`src/rtl/mem_loader.sv`:
```
// ---------------------------------------------------------------------------
// mem_loader
//
// Byte-stream memory loader. A frame arrives as ADDR_HI, ADDR_LO, LEN_HI,
// LEN_LO, followed by LEN 16-bit words sent high byte first. Each word is
// written to the target memory one cycle after its low byte is accepted,
// at consecutive addresses starting at ADDR. A frame that would run past the
// end of the memory is rejected up front, and the loader then sits in a
// sticky error state, swallowing bytes, until reset.
//
// Ports:
//   clk       clock
//   rst       synchronous active-high reset
//   in_data   byte-stream data
//   in_valid  in_data is valid
//   in_ready  loader accepts a byte this cycle (low during rst and writes)
//   w_addr    memory write address (holds between writes)
//   w_data    memory write data (holds between writes)
//   w_en      one-cycle write strobe per word
//   busy      frame in progress; the CPU must be held off the memory
//   done      one-cycle pulse when a frame completes
//   err       sticky range error
// ---------------------------------------------------------------------------
module mem_loader #(
    parameter int N_ELEMENTS = 128,
    parameter int ADDR_WIDTH = 16,
    parameter int DATA_WIDTH = 16
) (
    input  logic                  clk,
    input  logic                  rst,
    input  logic [7:0]            in_data,
    input  logic                  in_valid,
    output logic                  in_ready,
    output logic [ADDR_WIDTH-1:0] w_addr,
    output logic [DATA_WIDTH-1:0] w_data,
    output logic                  w_en,
    output logic                  busy,
    output logic                  done,
    output logic                  err
);

    typedef enum logic [2:0] {
        S_ADDR_HI,
        S_ADDR_LO,
        S_LEN_HI,
        S_LEN_LO,
        S_DATA_HI,
        S_DATA_LO,
        S_WRITE,
        S_ERR
    } state_t;

    state_t                state_q, state_d;
    logic [7:0]            addr_hi_q, addr_hi_d;
    logic [7:0]            len_hi_q, len_hi_d;
    logic [7:0]            data_hi_q, data_hi_d;
    logic [15:0]           ptr_q, ptr_d;
    logic [15:0]           cnt_q, cnt_d;
    logic [ADDR_WIDTH-1:0] w_addr_q, w_addr_d;
    logic [DATA_WIDTH-1:0] w_data_q, w_data_d;
    logic                  done_q, done_d;

    logic                  accept;
    logic [15:0]           len_word;
    logic [16:0]           frame_end;

    // A byte moves only on a valid/ready handshake. in_ready is forced low
    // while rst is high so nothing is taken during reset, and low in the
    // write cycle so the stream stalls while the word goes out.
    assign in_ready = !rst && (state_q != S_WRITE);
    assign accept   = in_valid && in_ready;

    // Frame range check is done in 17 bits so ADDR+LEN cannot overflow and
    // slip past the comparison.
    assign len_word  = {len_hi_q, in_data};
    assign frame_end = {1'b0, ptr_q} + {1'b0, len_word};

    // The strobe is gated by rst so a reset landing on the write cycle
    // suppresses that write as well.
    assign w_en   = (state_q == S_WRITE) && !rst;
    assign w_addr = w_addr_q;
    assign w_data = w_data_q;
    assign busy   = (state_q != S_ADDR_HI) && (state_q != S_ERR);
    assign err    = (state_q == S_ERR);
    assign done   = done_q;

    // State register and datapath flops; reset wins over everything else.
    always_ff @(posedge clk) begin
        if (rst) begin
            state_q   <= S_ADDR_HI;
            addr_hi_q <= '0;
            len_hi_q  <= '0;
            data_hi_q <= '0;
            ptr_q     <= '0;
            cnt_q     <= '0;
            w_addr_q  <= '0;
            w_data_q  <= '0;
            done_q    <= 1'b0;
        end else begin
            state_q   <= state_d;
            addr_hi_q <= addr_hi_d;
            len_hi_q  <= len_hi_d;
            data_hi_q <= data_hi_d;
            ptr_q     <= ptr_d;
            cnt_q     <= cnt_d;
            w_addr_q  <= w_addr_d;
            w_data_q  <= w_data_d;
            done_q    <= done_d;
        end
    end

    // Next-state and datapath logic. Byte states advance only on accept, so
    // a stalled stream leaves everything untouched. The pointer is loaded
    // from the address bytes and is the write address for each word; the
    // count is loaded from the length bytes and runs down to zero.
    always_comb begin
        state_d   = state_q;
        addr_hi_d = addr_hi_q;
        len_hi_d  = len_hi_q;
        data_hi_d = data_hi_q;
        ptr_d     = ptr_q;
        cnt_d     = cnt_q;
        w_addr_d  = w_addr_q;
        w_data_d  = w_data_q;
        done_d    = 1'b0;

        case (state_q)
            S_ADDR_HI: begin
                if (accept) begin
                    addr_hi_d = in_data;
                    state_d   = S_ADDR_LO;
                end
            end
            S_ADDR_LO: begin
                if (accept) begin
                    ptr_d   = {addr_hi_q, in_data};
                    state_d = S_LEN_HI;
                end
            end
            S_LEN_HI: begin
                if (accept) begin
                    len_hi_d = in_data;
                    state_d  = S_LEN_LO;
                end
            end
            S_LEN_LO: begin
                // Range error takes precedence over the empty-frame case.
                if (accept) begin
                    cnt_d = len_word;
                    if (frame_end > 17'(N_ELEMENTS)) begin
                        state_d = S_ERR;
                    end else if (len_word == 16'd0) begin
                        state_d = S_ADDR_HI;
                        done_d  = 1'b1;
                    end else begin
                        state_d = S_DATA_HI;
                    end
                end
            end
            S_DATA_HI: begin
                if (accept) begin
                    data_hi_d = in_data;
                    state_d   = S_DATA_LO;
                end
            end
            S_DATA_LO: begin
                // Address and data are captured here so they are already
                // stable on the strobe cycle and simply hold afterwards.
                if (accept) begin
                    w_data_d = DATA_WIDTH'({data_hi_q, in_data});
                    w_addr_d = ADDR_WIDTH'(ptr_q);
                    state_d  = S_WRITE;
                end
            end
            S_WRITE: begin
                ptr_d = ptr_q + 16'd1;
                cnt_d = cnt_q - 16'd1;
                if (cnt_q == 16'd1) begin
                    state_d = S_ADDR_HI;
                    done_d  = 1'b1;
                end else begin
                    state_d = S_DATA_HI;
                end
            end
            S_ERR: begin
                state_d = S_ERR;
            end
            default: begin
                state_d = S_ADDR_HI;
            end
        endcase
    end

endmodule

```
`config.mk`:
```
export PLATFORM = sky130hd
export DESIGN_NAME = mem_loader
export DESIGN_NICKNAME = d
export VERILOG_FILES = /design/src/rtl/mem_loader.sv
export SDC_FILE = /design/constraint.sdc
export NUM_CORES = 1
export LEC_CHECK = 0
export ABC_AREA = 1
export BUFFER_PORTS_ARGS = -buffer_cell sky130_fd_sc_hd__buf_2
export CAP_MARGIN = 30
export CORE_MARGIN = 10
export CORE_UTILIZATION = 53
export CTS_CLUSTER_SIZE = 25
export DETAILED_ROUTE_END_ITERATION = 8
export GPL_ROUTABILITY_DRIVEN = 0
export PLACE_DENSITY = 0.74
export RECOVER_POWER = 25
export SYNTH_ARGS = -nofsm -noshare
export SYNTH_HDL_FRONTEND = slang
export SYNTH_SLANG_ARGS = --single-unit
```
`constraint.sdc`:
```
create_clock -name clk -period 4.5 [get_ports clk]
set_input_delay 1.125 -clock clk [delete_from_list [all_inputs] [get_ports clk]]
set_output_delay 1.125 -clock clk [all_outputs]
set_load 0.005 [all_outputs]
```
==> After elaboration in Yosys (flattened, before gate mapping) <==
Index checks and enable logic that the tools add are counted.
{ "totals": {"regBits": 92, "inputBits": 11, "output_inout_bits": 37, "elab_cells": 65} }
{ "classes": {"n_addsub": 3, "n_lt_le_gt_ge": 1, "eq_ne": 16, "muxes": 19, "reduce_logical": 17} }
{ "ops": {"columns": ["cell", "n"], "rows": [
  ["one-hot mux 16 bit (2 select lines)", 2],
  ["two-way mux 16 bit", 2],
  ["two-way mux 3 bit", 9],
  ["one-hot mux 3 bit (8 select lines)", 1],
  ["adder 16 x 16 -> 17 bit", 1],
  ["greater-than comparator 17 x 8 -> 1 bit (second input constant)", 1],
  ["adder 16 x 1 -> 16 bit (second input constant)", 1],
  ["equality test 16 x 1 -> 1 bit (second input constant)", 1],
  ["logical NOT 16 bit", 1],
  ["subtractor 16 x 1 -> 16 bit (second input constant)", 1],
  ["equality test 3 bit (second input constant)", 4],
  ["inequality test 2 bit (second input constant)", 6],
  ["AND reduction 2 bit", 6],
  ["equality test 3 x 2 -> 1 bit (second input constant)", 2],
  ["inequality test 3 bit (second input constant)", 2],
  ["AND reduction 6 bit", 1],
  ["logical AND 1 bit", 4],
  ["two-way mux 1 bit", 4],
  ["nonzero test 2 bit", 2],
  ["equality test 3 x 1 -> 1 bit (second input constant)", 1],
  ["logical NOT 3 bit", 1],
  ["nonzero test 3 bit", 1],
  ["one-hot mux 1 bit (2 select lines)", 1],
  ["logical NOT 1 bit", 1]
]} }

==> Logic depth before layout (Yosys ltp) <==
{ "depth": {"word_depth": 5, "mapped_depth": 18, "depth_no_buf": 18} }

==> Worst setup path after synthesis <==
Ideal clock, no wire load.
{ "synth_path": {"kind": "input to register", "from": "in in_data[0]", "to": "reg state_q[2]", "setup_ns": 0.132, "arrival_time_ns": 2.822, "required_ns": 4.368, "path_slack_ns": 1.546, "path_stages": 15, "n_path_buf": 0, "cell_sequence": "ha_1 fa_1 or2_2 nor2_1 nand3_1 nor2_1 nand3_1 nand2_1 nand2_1 nor2_2 nand3_1 nand2_1 nand2_1 nand2_1 a21oi_1"} }
{ "synth_via": {"elab_chain_len": 5, "word_cells_on_any_way": 7, "classes_between": "add/sub: 1; order compare: 1; mux: 4; reduce/logical: 1"} }
{ "synth_rtl": {"columns": ["item", "line_no", "source"], "rows": [
  ["start, declared", "31", "input logic [7:0] in_data,"],
  ["adder 16 x 16 -> 17 bit / logical NOT 16 bit (equally long branches)", "76, 152", null],
  ["greater-than comparator 17 x 8 -> 1 bit / two-way mux 3 bit (equally long branches)", "150, 152", null],
  ["two-way mux 3 bit *", "150", "if (frame_end > 17'(N_ELEMENTS)) begin"],
  ["two-way mux 3 bit *", "148", "if (accept) begin"],
  ["one-hot mux 3 bit (8 select lines) *", "127", "case (state_q)"],
  ["end signal, assigned", "100", "state_q <= state_d;"],
  ["end, declared", "53", "state_t state_q, state_d;"]
]} }
Every way passes the cells marked *; elsewhere a longest branch is shown, timed or not. The select of a mux whose other input is x is not followed.
A chain may end at the register's enable or synchronous reset.

==> Worst setup path in the final report <==
{ "layout_path": {"from": "reg state_q[2]", "to": "out w_en"} }
{ "layout_via": {"elab_chain_len": 2} }
{ "layout_rtl": {"columns": ["item", "line_no", "source"], "rows": [
  ["equality test 3 bit", "80", "assign w_en = (state_q == S_WRITE) && !rst;"],
  ["logical AND 1 bit", "80", null],
  ["end, declared", "36", "output logic w_en,"]
]} }
Every way passes these cells.

==> impl_summary.txt <==
----------------------------------------------------
[Critical path]
  Crit path from ... state_q[2]$_SDFFE_PP0P_
  Crit Path Class ... reg -> out
  Length in cells of the worst reg-to-reg path ... 15
  Endpoint of the worst-slack reg-to-reg timing path ... state_q[2]$_SDFFE_PP0P_
  Worst R2R Start ... ptr_q[0]$_SDFFE_PP0P_
  Signal arrival time at the worst endpoint ... 1.96 ns
  Peak fanout along the critical path ... 35
  Nature of the critical path startpoint ... register
  Required time of the worst setup path ... 3.38 ns
  Critical Path End Type ... output pin
  Setup slack of the most critical reg-to-reg path ... 1.85 ns
  Critical Path End ... w_en

[Outcome]
  Result of the run ... completed

[GRT]
  First-pass GRT wire length ... 22950 microns
  Met1 usage in global routing ... 0.2475
  GR Util All Layers ... 0.1924
  Met3 Track Usage GR ... 0.04535
  Initial antenna violation count ... 0
  Via count of the first global-routing pass ... 4734
  Fraction of met2 tracks used by global routing ... 0.3150
  Global-route layer with the greatest usage ... met2
  Remaining global-route overflow ... 0
  Pin count of the biggest net entering global routing ... 51

[Place]
  DPL Wire Length ... 10560 microns
  Placed instance area ... 5549 sq um
  Count of buffers inserted at the top-level ports ... 47

[Hold path]
  Number of instances on the worst hold path ... 2
  Hold crit path type ... reg -> reg

[Timing]
  RSZ-0062 raised after global routing ... false
  Minimum hold slack ... 0.4650 ns
  Final min period ... 3.083 ns
  Setup TNS ... 0 ns
  Number of pins exceeding their max-slew limit in the final report ... 0
  Max-Slew Margin vs Limit ... 0.5546
  Worst slew pin tran ... 0.6674 ns
  Fmax ... 0.3243 GHz
  Number of setup violations in the final report ... 0
  Final Hold Fails ... 0
  Period utilization ... 0.6852
  Final clock skew ... 0.01366 ns

[Cells and area]
  Commonest cells after routing, fill and taps aside ... sky130_fd_sc_hd__nand2_1, sky130_fd_sc_hd__nor2_1, sky130_fd_sc_hd__inv_1, sky130_fd_sc_hd__dfxtp_1, sky130_fd_sc_hd__o21ai_0
  Final net count ... 853
  Most common cell after layout, fill and taps aside ... sky130_fd_sc_hd__nand2_1
  Final standard cell area without fillers ... 5720 sq um
  Final core utilization ... 0.5907
  Synth-to-Final Area Change ... 9.195%
  Antenna Cells ... 0
  Layout cell share with drive strength beyond 1 ... 0.08827

[Synth]
  Sequential element share of the synthesized area ... 0.3516
  Cell taking the most area after synthesis ... sky130_fd_sc_hd__dfxtp_1
  Total standard cell area after synthesis ... 5239 sq um
  Yosys warning total ... 0
  Synth area leaders ... sky130_fd_sc_hd__dfxtp_1, sky130_fd_sc_hd__nand2_1, sky130_fd_sc_hd__nor2_1
  Proportion of register bits with asynchronous set or reset after synthesis ... 0
  Cells after Synth ... 789
  Area share of the leading cell type in the synthesized netlist ... 0.3516
  Number of flops mapped to enable cells by yosys ... 0
  Count of cell types in the netlist ... 44
  Most common flop cell mapped by yosys ... sky130_fd_sc_hd__dfxtp_1
  Post-synth net total ... 820
  Mean cell area of the mapped netlist ... 6.640 sq um
  Flip-flop and latch count after synthesis ... 92

[Detailed routing]
  Initial DRC count ... 467
  Number of routed nets with antenna violations ... 0
  Via count ... 5178
  Initial DRT Pass Iterations ... 5
  Number of design rule violations left after detail routing ... 0
  Total length of routed wires ... 14090 microns
  Via density per instance ... 5.394
  Average wire per cell in the routed design ... 14.67 microns

[Floorplanning]
  Die span in y ... 119.4 microns
  Die extent in x ... 119.4 microns
  Core Footprint ... 9684 sq um
  Area of the die ... 14260 sq um
  Number of placed I/O pins ... 48
  Initial Utilization ... 0.5410
  Standard-cell row count ... 36

[Clock network]
  Clk Tree Root Cell ... sky130_fd_sc_hd__clkbuf_8
  Number of sinks handled by clock tree synthesis ... 92
  Number of clock buffers inserted by TritonCTS ... 9
  Setup repair bufs after CTS ... 0
  Max Root-Sink Buffers ... 2
  Worst skew pair latency ... 0.37 ns
  Post-CTS resize count ... 0
  Post-CTS Hold Fix Bufs ... 0
  CTS clock-pin slew for the worst setup and hold paths ... 0.10 ns
  CTS tree ... built
  # H-tree levels ... 3

[Power]
  LEAKAGE ... 2.614 nW
  Pwr Density ... 264.5 nW/um^2
  Final Power ... 1.513 mW
  Worst-case vdd ir drop ... 0.0001815 V

[Flow run]
  Reported max-cap violation count ... 0

----------------------------------------------------
[cell type report]
cell class,instances,area [sq um]
Clock buffer,9,123.9
Tap cell,133,166.4
Multi-Input combinational cell,564,2864
Inverter,105,399.1
Clock inverter,7,80.08
Timing Repair Buffer,50,245.2
Sequential cell,92,1842
Fill cell,943,3964
[cell usage after synthesis (4+ instances only)]
library cell / n
sky130_fd_sc_hd__nand2_1: 167
sky130_fd_sc_hd__nor2_1: 112
sky130_fd_sc_hd__inv_1: 96
sky130_fd_sc_hd__dfxtp_1: 92
sky130_fd_sc_hd__o21ai_0: 83
sky130_fd_sc_hd__a21oi_1: 61
sky130_fd_sc_hd__nand3_1: 31
sky130_fd_sc_hd__ha_1: 19
sky130_fd_sc_hd__clkbuf_1: 16
sky130_fd_sc_hd__a31oi_1: 9
sky130_fd_sc_hd__xor2_1: 9
sky130_fd_sc_hd__buf_2: 8
sky130_fd_sc_hd__nand3b_1: 8
sky130_fd_sc_hd__inv_2: 7
sky130_fd_sc_hd__nand4_1: 7
sky130_fd_sc_hd__nor2_2: 6
sky130_fd_sc_hd__o22ai_1: 6
sky130_fd_sc_hd__nor3_1: 5
sky130_fd_sc_hd__nand2_2: 4
sky130_fd_sc_hd__nor2_4: 4
sky130_fd_sc_hd__nor4_1: 4
[kinds of logic (layout without fill, tap and decap cells)]
group,Yosys count,in the layout,synth area share
AO/OA/AOI/OAI,174,174,0.1787
XOR/XNOR,10,10,0.01672
adder cells (fa/ha/maj),20,20,0.04920
buffers and inverters,133,171,0.1017
flip-flops,92,92,0.3516
AND/OR/NAND/NOR,360,360,0.3021
[critical path, cell delays in order (launching register included)]
cell                      delay [ns]
sky130_fd_sc_hd__dfxtp_1        0.56
sky130_fd_sc_hd__nand2_4        0.11
sky130_fd_sc_hd__nor2_8         0.43
sky130_fd_sc_hd__inv_1          0.11
sky130_fd_sc_hd__nor2_1         0.20
sky130_fd_sc_hd__buf_2          0.16
[power by group]
part	switching, mW	internal (mW)
Sequential	0.00971	0.824
Clock	0.340	0.221
Combinational	0.0830	0.0359
[sequential cells by signal, summed over array words and instances, names as in the netlist]
signal,flops
w_addr,16
data_hi_q,8
cnt_q,16
done,1
len_hi_q,8
state_q,3
addr_hi_q,8
ptr_q,16
w_data,16
[metal layers]
metal | vias up | share of wire
li1 | 2618 | -
met1 | 2356 | 0.44
met5 | - | 0
met4 | 0 | 0.022
met2 | 183 | 0.46
met3 | 21 | 0.080
[through the flow]
step                worst slack [ns]  cells
finish                         1.417    960
global route                   1.267    960
CTS                            1.433    960
detailed placement             1.052    944
global placement               1.106    943
floorplan                      1.546    789
[worst min-delay path by stage]
stage,start,end
floorplan,addr_hi_q[6]$_SDFFE_PP0P_,addr_hi_q[6]$_SDFFE_PP0P_
global placement,addr_hi_q[7]$_SDFFE_PP0P_,addr_hi_q[7]$_SDFFE_PP0P_
detailed placement,addr_hi_q[6]$_SDFFE_PP0P_,addr_hi_q[6]$_SDFFE_PP0P_
CTS,addr_hi_q[6]$_SDFFE_PP0P_,addr_hi_q[6]$_SDFFE_PP0P_
global route,addr_hi_q[6]$_SDFFE_PP0P_,addr_hi_q[6]$_SDFFE_PP0P_
finish,addr_hi_q[6]$_SDFFE_PP0P_,addr_hi_q[6]$_SDFFE_PP0P_
Power figures use the tool's default switching activity.
